--- config.mk ---
export PLATFORM = sky130hd
export DESIGN_NAME = elevator_car_plant
export DESIGN_NICKNAME = d
export VERILOG_FILES = /design/src/rtl/elevator_pkg.sv /design/src/rtl/elevator_car_plant_door.sv /design/src/rtl/elevator_car_plant.sv
export SDC_FILE = /design/constraint.sdc
export NUM_CORES = 1
export LEC_CHECK = 0
export ABC_CLOCK_PERIOD_IN_PS = 1600
export BUFFER_PORTS_ARGS = -buffer_cell sky130_fd_sc_hd__buf_2
export CAP_MARGIN = 20
export CELL_PAD_IN_SITES_DETAIL_PLACEMENT = 0
export CELL_PAD_IN_SITES_GLOBAL_PLACEMENT = 1
export CORE_MARGIN = 2
export CORE_UTILIZATION = 40
export CTS_BUF_LIST = sky130_fd_sc_hd__clkbuf_8
export CTS_CLUSTER_DIAMETER = 150
export DETAILED_ROUTE_END_ITERATION = 10
export PLACE_DENSITY = 0.83
export SYNTH_ARGS = -nofsm -noshare
export SYNTH_HDL_FRONTEND = slang
export SYNTH_SLANG_ARGS = --single-unit
--- constraint.sdc ---
create_clock -name clk -period 1.6 [get_ports clk]
set_input_delay 0.24 -clock clk [delete_from_list [all_inputs] [get_ports clk]]
set_output_delay 0.24 -clock clk [all_outputs]
set_load 0.01 [all_outputs]
--- src/rtl/elevator_pkg.sv ---
// Shared elevator types: door state encoding and fault codes.
// Used by the car plant model and the elevator controller.
package elevator_pkg;

  typedef enum logic [1:0] {
    CLOSED,
    OPENING,
    OPEN,
    CLOSING
  } door_state_t;

  localparam logic [1:0] FAULT_NONE       = 2'd0;
  localparam logic [1:0] FAULT_BOTH       = 2'd1;
  localparam logic [1:0] FAULT_OVERTRAVEL = 2'd2;
  localparam logic [1:0] FAULT_INTERLOCK  = 2'd3;

endpackage

--- src/rtl/elevator_car_plant_door.sv ---
// Door FSM with stroke counter; advances only on tick when not frozen.
// In: tick, door_cmd, at_floor, motor_idle, freeze. Out: state, door_open/closed.
module elevator_door_fsm
  import elevator_pkg::*;
#(
  parameter int DOOR_TICKS = 4
) (
  input  logic        clk,
  input  logic        rst_n,
  input  logic        tick,
  input  logic        door_cmd,
  input  logic        at_floor,
  input  logic        motor_idle,
  input  logic        freeze,
  output door_state_t state,
  output logic        door_open,
  output logic        door_closed
);

  localparam int CW = $clog2(DOOR_TICKS + 1);
  localparam logic [CW-1:0] FULL = CW'(DOOR_TICKS - 1);
  localparam logic [CW-1:0] ONE  = CW'(1);

  door_state_t     state_q, state_d;
  logic [CW-1:0]   cnt_q, cnt_d;

  always_ff @(posedge clk or negedge rst_n) begin
    if (!rst_n) begin
      state_q <= CLOSED;
      cnt_q   <= '0;
    end else begin
      state_q <= state_d;
      cnt_q   <= cnt_d;
    end
  end

  // The tick that starts a stroke is its first tick,
  // so the counter holds the ticks still to go.
  always_comb begin
    state_d = state_q;
    cnt_d   = cnt_q;
    if (tick && !freeze) begin
      unique case (state_q)
        CLOSED: begin
          if (door_cmd && at_floor && motor_idle) begin
            state_d = (FULL == '0) ? OPEN : OPENING;
            cnt_d   = FULL;
          end
        end
        OPENING: begin
          if (cnt_q <= ONE) begin
            state_d = OPEN;
            cnt_d   = '0;
          end else begin
            cnt_d = cnt_q - ONE;
          end
        end
        OPEN: begin
          if (!door_cmd) begin
            state_d = (FULL == '0) ? CLOSED : CLOSING;
            cnt_d   = FULL;
          end
        end
        CLOSING: begin
          if (door_cmd) begin
            state_d = (FULL == '0) ? OPEN : OPENING;
            cnt_d   = FULL;
          end else if (cnt_q <= ONE) begin
            state_d = CLOSED;
            cnt_d   = '0;
          end else begin
            cnt_d = cnt_q - ONE;
          end
        end
        default: begin
          state_d = CLOSED;
          cnt_d   = '0;
        end
      endcase
    end
  end

  assign state       = state_q;
  assign door_open   = (state_q == OPEN);
  assign door_closed = (state_q == CLOSED);

endmodule

--- src/rtl/elevator_car_plant.sv ---
// Car and door plant: turns motor/door commands into floor and door feedback.
// In: tick, motor_up/down, door_cmd. Out: floor, at_floor, moving, door/fault status.
module elevator_car_plant
  import elevator_pkg::*;
#(
  parameter int NUM_FLOORS      = 4,
  parameter int FLOOR_W         = 2,
  parameter int TICKS_PER_FLOOR = 8,
  parameter int DOOR_TICKS      = 4
) (
  input  logic               clk,
  input  logic               rst_n,
  input  logic               tick,
  input  logic               motor_up,
  input  logic               motor_down,
  input  logic               door_cmd,
  output logic [FLOOR_W-1:0] floor,
  output logic               at_floor,
  output logic               moving,
  output logic               door_open,
  output logic               door_closed,
  output logic               fault,
  output logic [1:0]         fault_code
);

  localparam int SW = $clog2(TICKS_PER_FLOOR);
  localparam logic [SW-1:0] SUB_MAX = SW'(TICKS_PER_FLOOR - 1);
  localparam logic [SW-1:0] SUB_ONE = SW'(1);
  localparam logic [FLOOR_W-1:0] TOP = FLOOR_W'(NUM_FLOORS - 1);
  localparam logic [FLOOR_W-1:0] F_ONE = FLOOR_W'(1);

  logic [FLOOR_W-1:0] floor_q;
  logic [SW-1:0]      sub_q;
  logic               moving_q;
  logic               fault_q;
  logic [1:0]         code_q;

  logic        any_motor;
  logic        both;
  logic        aligned;
  logic        over;
  logic        fault_now;
  logic        freeze;
  logic        step;
  logic [1:0]  code_now;
  door_state_t door_state;

  assign any_motor = motor_up | motor_down;
  assign both      = motor_up & motor_down;
  assign aligned   = (sub_q == '0);
  assign over      = aligned &&
                     ((motor_up && floor_q == TOP) ||
                      (motor_down && floor_q == '0));

  // Ordered checks give both > interlock > overtravel.
  always_comb begin
    code_now = FAULT_NONE;
    if (both)
      code_now = FAULT_BOTH;
    else if (any_motor && !door_closed)
      code_now = FAULT_INTERLOCK;
    else if (over)
      code_now = FAULT_OVERTRAVEL;
  end

  assign fault_now = tick && !fault_q && (code_now != FAULT_NONE);
  assign freeze    = fault_q | fault_now;
  assign step      = tick && !fault_q && any_motor && !both &&
                     door_closed && !over;

  always_ff @(posedge clk or negedge rst_n) begin
    if (!rst_n) begin
      floor_q  <= '0;
      sub_q    <= '0;
      moving_q <= 1'b0;
      fault_q  <= 1'b0;
      code_q   <= FAULT_NONE;
    end else if (tick && !fault_q) begin
      moving_q <= step;
      if (fault_now) begin
        fault_q <= 1'b1;
        code_q  <= code_now;
      end
      if (step && motor_up) begin
        if (sub_q == SUB_MAX) begin
          sub_q   <= '0;
          floor_q <= floor_q + F_ONE;
        end else begin
          sub_q <= sub_q + SUB_ONE;
        end
      end else if (step) begin
        if (aligned) begin
          sub_q   <= SUB_MAX;
          floor_q <= floor_q - F_ONE;
        end else begin
          sub_q <= sub_q - SUB_ONE;
        end
      end
    end
  end

  elevator_door_fsm #(
    .DOOR_TICKS (DOOR_TICKS)
  ) u_door (
    .clk         (clk),
    .rst_n       (rst_n),
    .tick        (tick),
    .door_cmd    (door_cmd),
    .at_floor    (aligned),
    .motor_idle  (!any_motor),
    .freeze      (freeze),
    .state       (door_state),
    .door_open   (door_open),
    .door_closed (door_closed)
  );

  assign floor      = floor_q;
  assign at_floor   = aligned;
  assign moving     = moving_q;
  assign fault      = fault_q;
  assign fault_code = code_q;

endmodule

## Word-level counts from Yosys, hierarchy flattened

Cells that the tools add are included.

| operators by class | value |
|---|---|
| add/subtract/negate cells | 5 |
| magnitude comparators | 1 |
| equality and inequality tests | 10 |
| muxes and demuxes | 22 |
| bitwise gates (word level) | 3 |
| reductions and logical operators | 32 |

Operators with widths:

| operator | number |
|---|---|
| 2-bit 2-to-1 mux | 12 |
| 3-bit 2-to-1 mux | 8 |
| 1-bit logical AND | 14 |
| 3-bit case mux with 4 select lines | 1 |
| 2-bit case mux with 4 select lines | 1 |
| 2-bit == test, second input constant | 3 |
| 1-bit zero test | 6 |
| 2-bit by 1-bit != test with 1-bit output, second input constant | 3 |
| 2-bit nonzero test | 3 |
| 3-bit by 1-bit subtractor with 3-bit output, second input constant | 2 |
| 5-bit AND reduction | 1 |
| 2-bit zero test | 2 |
| 2-bit AND reduction | 2 |
| 4-bit AND reduction | 1 |
| 3-bit by 1-bit adder with 3-bit output, second input constant | 1 |
| 3-bit == test, second input constant | 1 |
| 3-bit by 1-bit less-or-equal comparator with 1-bit output, second input constant | 1 |
| 3-bit zero test | 1 |
| 3-bit by 2-bit != test with 1-bit output, second input constant | 1 |
| 3-bit AND reduction | 1 |
| 2-bit by 1-bit adder with 2-bit output, second input constant | 1 |
| 2-bit by 1-bit == test with 1-bit output, second input constant | 1 |
| 2-bit != test, second input constant | 1 |
| 1-bit bitwise OR | 2 |
| 3 further kinds | 3 |

| storage, ports and cells | value |
|---|---|
| register bits | 14 |
| output and inout bits | 9 |

## Logic depth before layout (Yosys ltp)

| logic depth | value |
|---|---|
| depth after elaboration | 13 |
| mapped depth | 7 |

## Modules after synthesis

Synthesis repeated with hierarchy kept, for this count alone.

| second synthesis, totals | value |
|---|---|
| cells, all modules | 98 |
| area total of the unflattened synthesis | 984.7 µm² |

Modules (own cells, without submodules):

| module | times used | cells an instance | area each (µm²) | sequential area each (µm²) |
|---|---|---|---|---|
| elevator_car_plant | 1 | 61 | 593.1 | 225.2 |
| elevator_door_fsm | 1 | 37 | 391.6 | 125.1 |

## Least setup slack after synthesis

OpenSTA, ideal clock, no wires.

| timing | value |
|---|---|
| kind | flip-flop to flip-flop |
| start | register fault_q, in the netlist fault |
| end | register u_door.state_q[1], in the netlist u_door.state[1] |
| arrival time | 1.661 ns |
| path slack | -0.186 ns |
| cell stages (with the launch flop) | 5 |
| path buffers | 0 |
| clock period less this slack | 1.786 ns |
| cell sequence | dfrtp_1 -> or4b_4 -> a221oi_4 -> nand2_2 -> mux2_4 |

| on the way | value |
|---|---|
| word-level cells in the longest chain between the ends | 7 |

Ends and longest elaborated chain:

| element | line | text |
|---|---|---|
| from (decl) | elevator_car_plant.sv:35 | `logic fault_q;` |
| from (signal assigned) | elevator_car_plant.sv:76 | `fault_q <= 1'b0;` |
| from (signal assigned) | elevator_car_plant.sv:81 | `fault_q <= 1'b1;` |
| 1-bit zero test | elevator_car_plant.sv:66 | `assign fault_now = tick && !fault_q && (code_now != FAULT_NONE);` |
| 1-bit logical AND (2 in series) | elevator_car_plant.sv:66 |  |
| 1-bit bitwise OR * | elevator_car_plant.sv:67 | `assign freeze = fault_q \| fault_now;` |
| 1-bit zero test * | elevator_car_plant_door.sv:42 | `if (tick && !freeze) begin` |
| 1-bit logical AND * | elevator_car_plant_door.sv:42 |  |
| 5-bit AND reduction (no line) * | n/a |  |
| to (signal assigned) | elevator_car_plant_door.sv:32 | `state_q <= state_d;` |
| to (decl) | elevator_car_plant_door.sv:24 | `door_state_t state_q, state_d;` |

Every way passes the cells marked *; elsewhere a longest branch is shown, timed or not.
A chain may end at the register's enable or synchronous reset.

## Final worst setup path

Same ends and word-level chain as after synthesis.

==> run metrics <==
via count=900; CTS Buf Count=3; CP startpoint=fault; R2R Path Start=fault; final critical-path required period=1710 ps; ys flop type=dfrtp_1; Worst-Skew Late Latency=250 ps; port bufs=14; most frequent cells in the layout=buf_4 (27), dfrtp_1 (14), buf_2 (14); share of cells above drive strength 1=0.433; reg2reg end=u_door.state[1]; Initial Util=0.423; CP Capture Point=u_door.state[1]; Crit Path Max Fanout=5; initial antenna violation count=0; first-pass GRT wire length=3.75 mm; core footprint=0.00221 mm^2; failing checks=setup timing; FFs w/ async S/R, synth=1.00; num ports=15; Pins Over Slew Limit=0; CP Cell Sequence=or4b_4 -> a221oi_4 -> nand2_2 -> mux2_4; Detail Route Antenna Nets=0; CTS max path bufs=2; critical setup path kind=register to register; main combinational cell family by area after synthesis=compound AO/OA/AOI/OAI gates; YS warnings=0; DRT Pass-1 Iters=4; Chip Width=52.3 um; Rel. slew slack=0.758; drc violations=0; sequential-to-total area share from yosys stat=0.375; Finished Core Util=0.610; Worst-path clk slew=60 ps; Vert. Die Dim=52.3 um; PD cells=821 mW/mm^2; RSZ-0062 raised after global routing=true; Post-DP HPWL=1.62 mm; Compound-Gate Fraction of Synth Area=0.217; Area Growth Syn to Fin=44.3%; gr ovfl total=0; CP required=1730 ps; H-tree depth=1; final hold slack=320 ps; mux cell area share after synthesis=0.0268; R2R setup slack=-110 ps; FILL cells=194; final WL=2.23 mm; Row Count=17; Final setup viols=5; Final GP Congestion=0.891; Adder-Cell Fraction of Synth Area=0.131; commonest non-fill, non-tap cell in the layout=buf_4; critical path's largest stage delay=500 ps; Leak Pwr=0.668 nW; max_cap viols=0; CP startpoint kind=register; VDD IR max=0.732 mV; All-Layer GR Usage=0.186; Post-synth EDFFs=0; Hold Path Class=primary input to register; Yosys cell types=36; Iter 0 DRT Violations=19; WL/cell=13.2 um; number of diodes=0; synthesis-stage register bit count=14; clock skew=2.92 ps; die area=0.00274 mm^2; final setup margin=-111 ps; Avg Vias per Cell=5.33; Post-Syn Instances=97; largest net degree at the start of global routing=15; post-synthesis simple-gate area fraction=0.167; synthesized area=935 um^2; achievable clock frequency=584 MHz; synthesized area per cell=9.64 um^2; worst slew pin tran=363 ps; Critical Path End Type=register; CTS tree=done; endpoints failing hold=0; Crit-path slowest cell=or4b_4; CP Data Arrival Time=1840 ps; Tcrit/Tclk final=1.07; worst r2r path cells=4; Final nets=157; xor and xnor area share after synthesis=0.0375; CTS sink count=14; vias in the first global route=896; root buffer cell=clkbuf_8; post-synth net total=112; outcome=complete, but fails checks
[what timing repair did]
action / in CTS / in global routing
hold buffers: 1 / 0
cloned: 0 / 0
buffers inserted: 3 / 2
setup endpoints to repair: 10 / 13
resized for setup: 1 / 12
hold endpoints to repair: 14 / 0
pin swaps: 2 / 4
[cell type report]
class | instances | area (um^2) | share of cell area
Tap cell | 28 | 35.0 | 0.0260
Inverter | 9 | 33.8 | 0.0250
Sequential cell | 14 | 350 | 0.260
Multi-Input combinational cell | 72 | 592 | 0.439
Clock buffer | 4 | 55.1 | 0.0408
Timing Repair Buffer | 42 | 283 | 0.210
[worst max-delay path, delay by kind of cell (launching register included)]
kind | cells | cell delay (ps)
AND/OR/NAND/NOR | 2 | 610
flip-flops | 1 | 380
AO/OA/AOI/OAI | 1 | 300
multiplexers | 1 | 310
[cell usage after synthesis (2+ instances only)]
cell      number  share of area
dfrtp_1       14           0.37
ha_1           9           0.12
inv_1          8          0.032
nand2_1        7          0.028
a21oi_1        5          0.027
a31oi_1        5          0.033
and3_1         3          0.020
nand2b_1       3          0.020
nand3_1        3          0.016
nor2_1         3          0.012
nor2b_1        3          0.020
o21ai_0        3          0.016
o21ai_1        3          0.016
a31o_1         2          0.019
nor3b_1        2          0.016
o31ai_1        2          0.016
xnor2_1        2          0.019
xor2_1         2          0.019
[worst min path at each step]
stage,startpoint,end,depth (start not counted)
finish,tick,fault,3
global placement,rst_n,sub_q[1],1
CTS,tick,fault,3
detailed placement,rst_n,sub_q[0],1
global route,tick,fault,3
floorplan,rst_n,fault,0
[where the power goes]
group          internal (mW)  switching, mW  total, mW
clock network          0.218          0.130      0.348
registers              0.388         0.0249      0.413
logic                  0.177          0.169      0.347
[flip-flops by register name, indices dropped and copies added, names as in the netlist]
name / count
fault: 1
fault_code: 2
floor: 2
moving: 1
sub_q: 3
u_door.cnt_q: 3
u_door.state: 2
[cells by family after synthesis]
group / after synthesis
AO/OA/AOI/OAI: 28
AND/OR/NAND/NOR: 28
flip-flops: 14
buffers and inverters: 11
adder cells (fa/ha/maj): 10
XOR/XNOR: 4
multiplexers: 2
[metrics by stage]
stage	power [mW]	instances	setup TNS, ps	setup WS [ps]	area [um^2]
final	1.11	169	-261	-111	1350
after detailed placement	0.713	159	-494	-113	1200
after global routing	1.17	169	-526	-146	1350
after CTS	1.07	167	-184	-87.8	1290
after global placement	0.701	159	-323	-86.8	1200
after floorplan	0.574	97	-211	-147	937
[routing by layer]
metal | up-vias | track usage | wire (um)
li1 | 440 | - | -
met1 | 437 | 0.224 | 995
met2 | 21 | 0.329 | 1130
met3 | 2 | 0.0343 | 84
met4 | 0 | 0.0641 | 19
met5 | - | 0 | 0
Power figures use the tool's default switching activity.
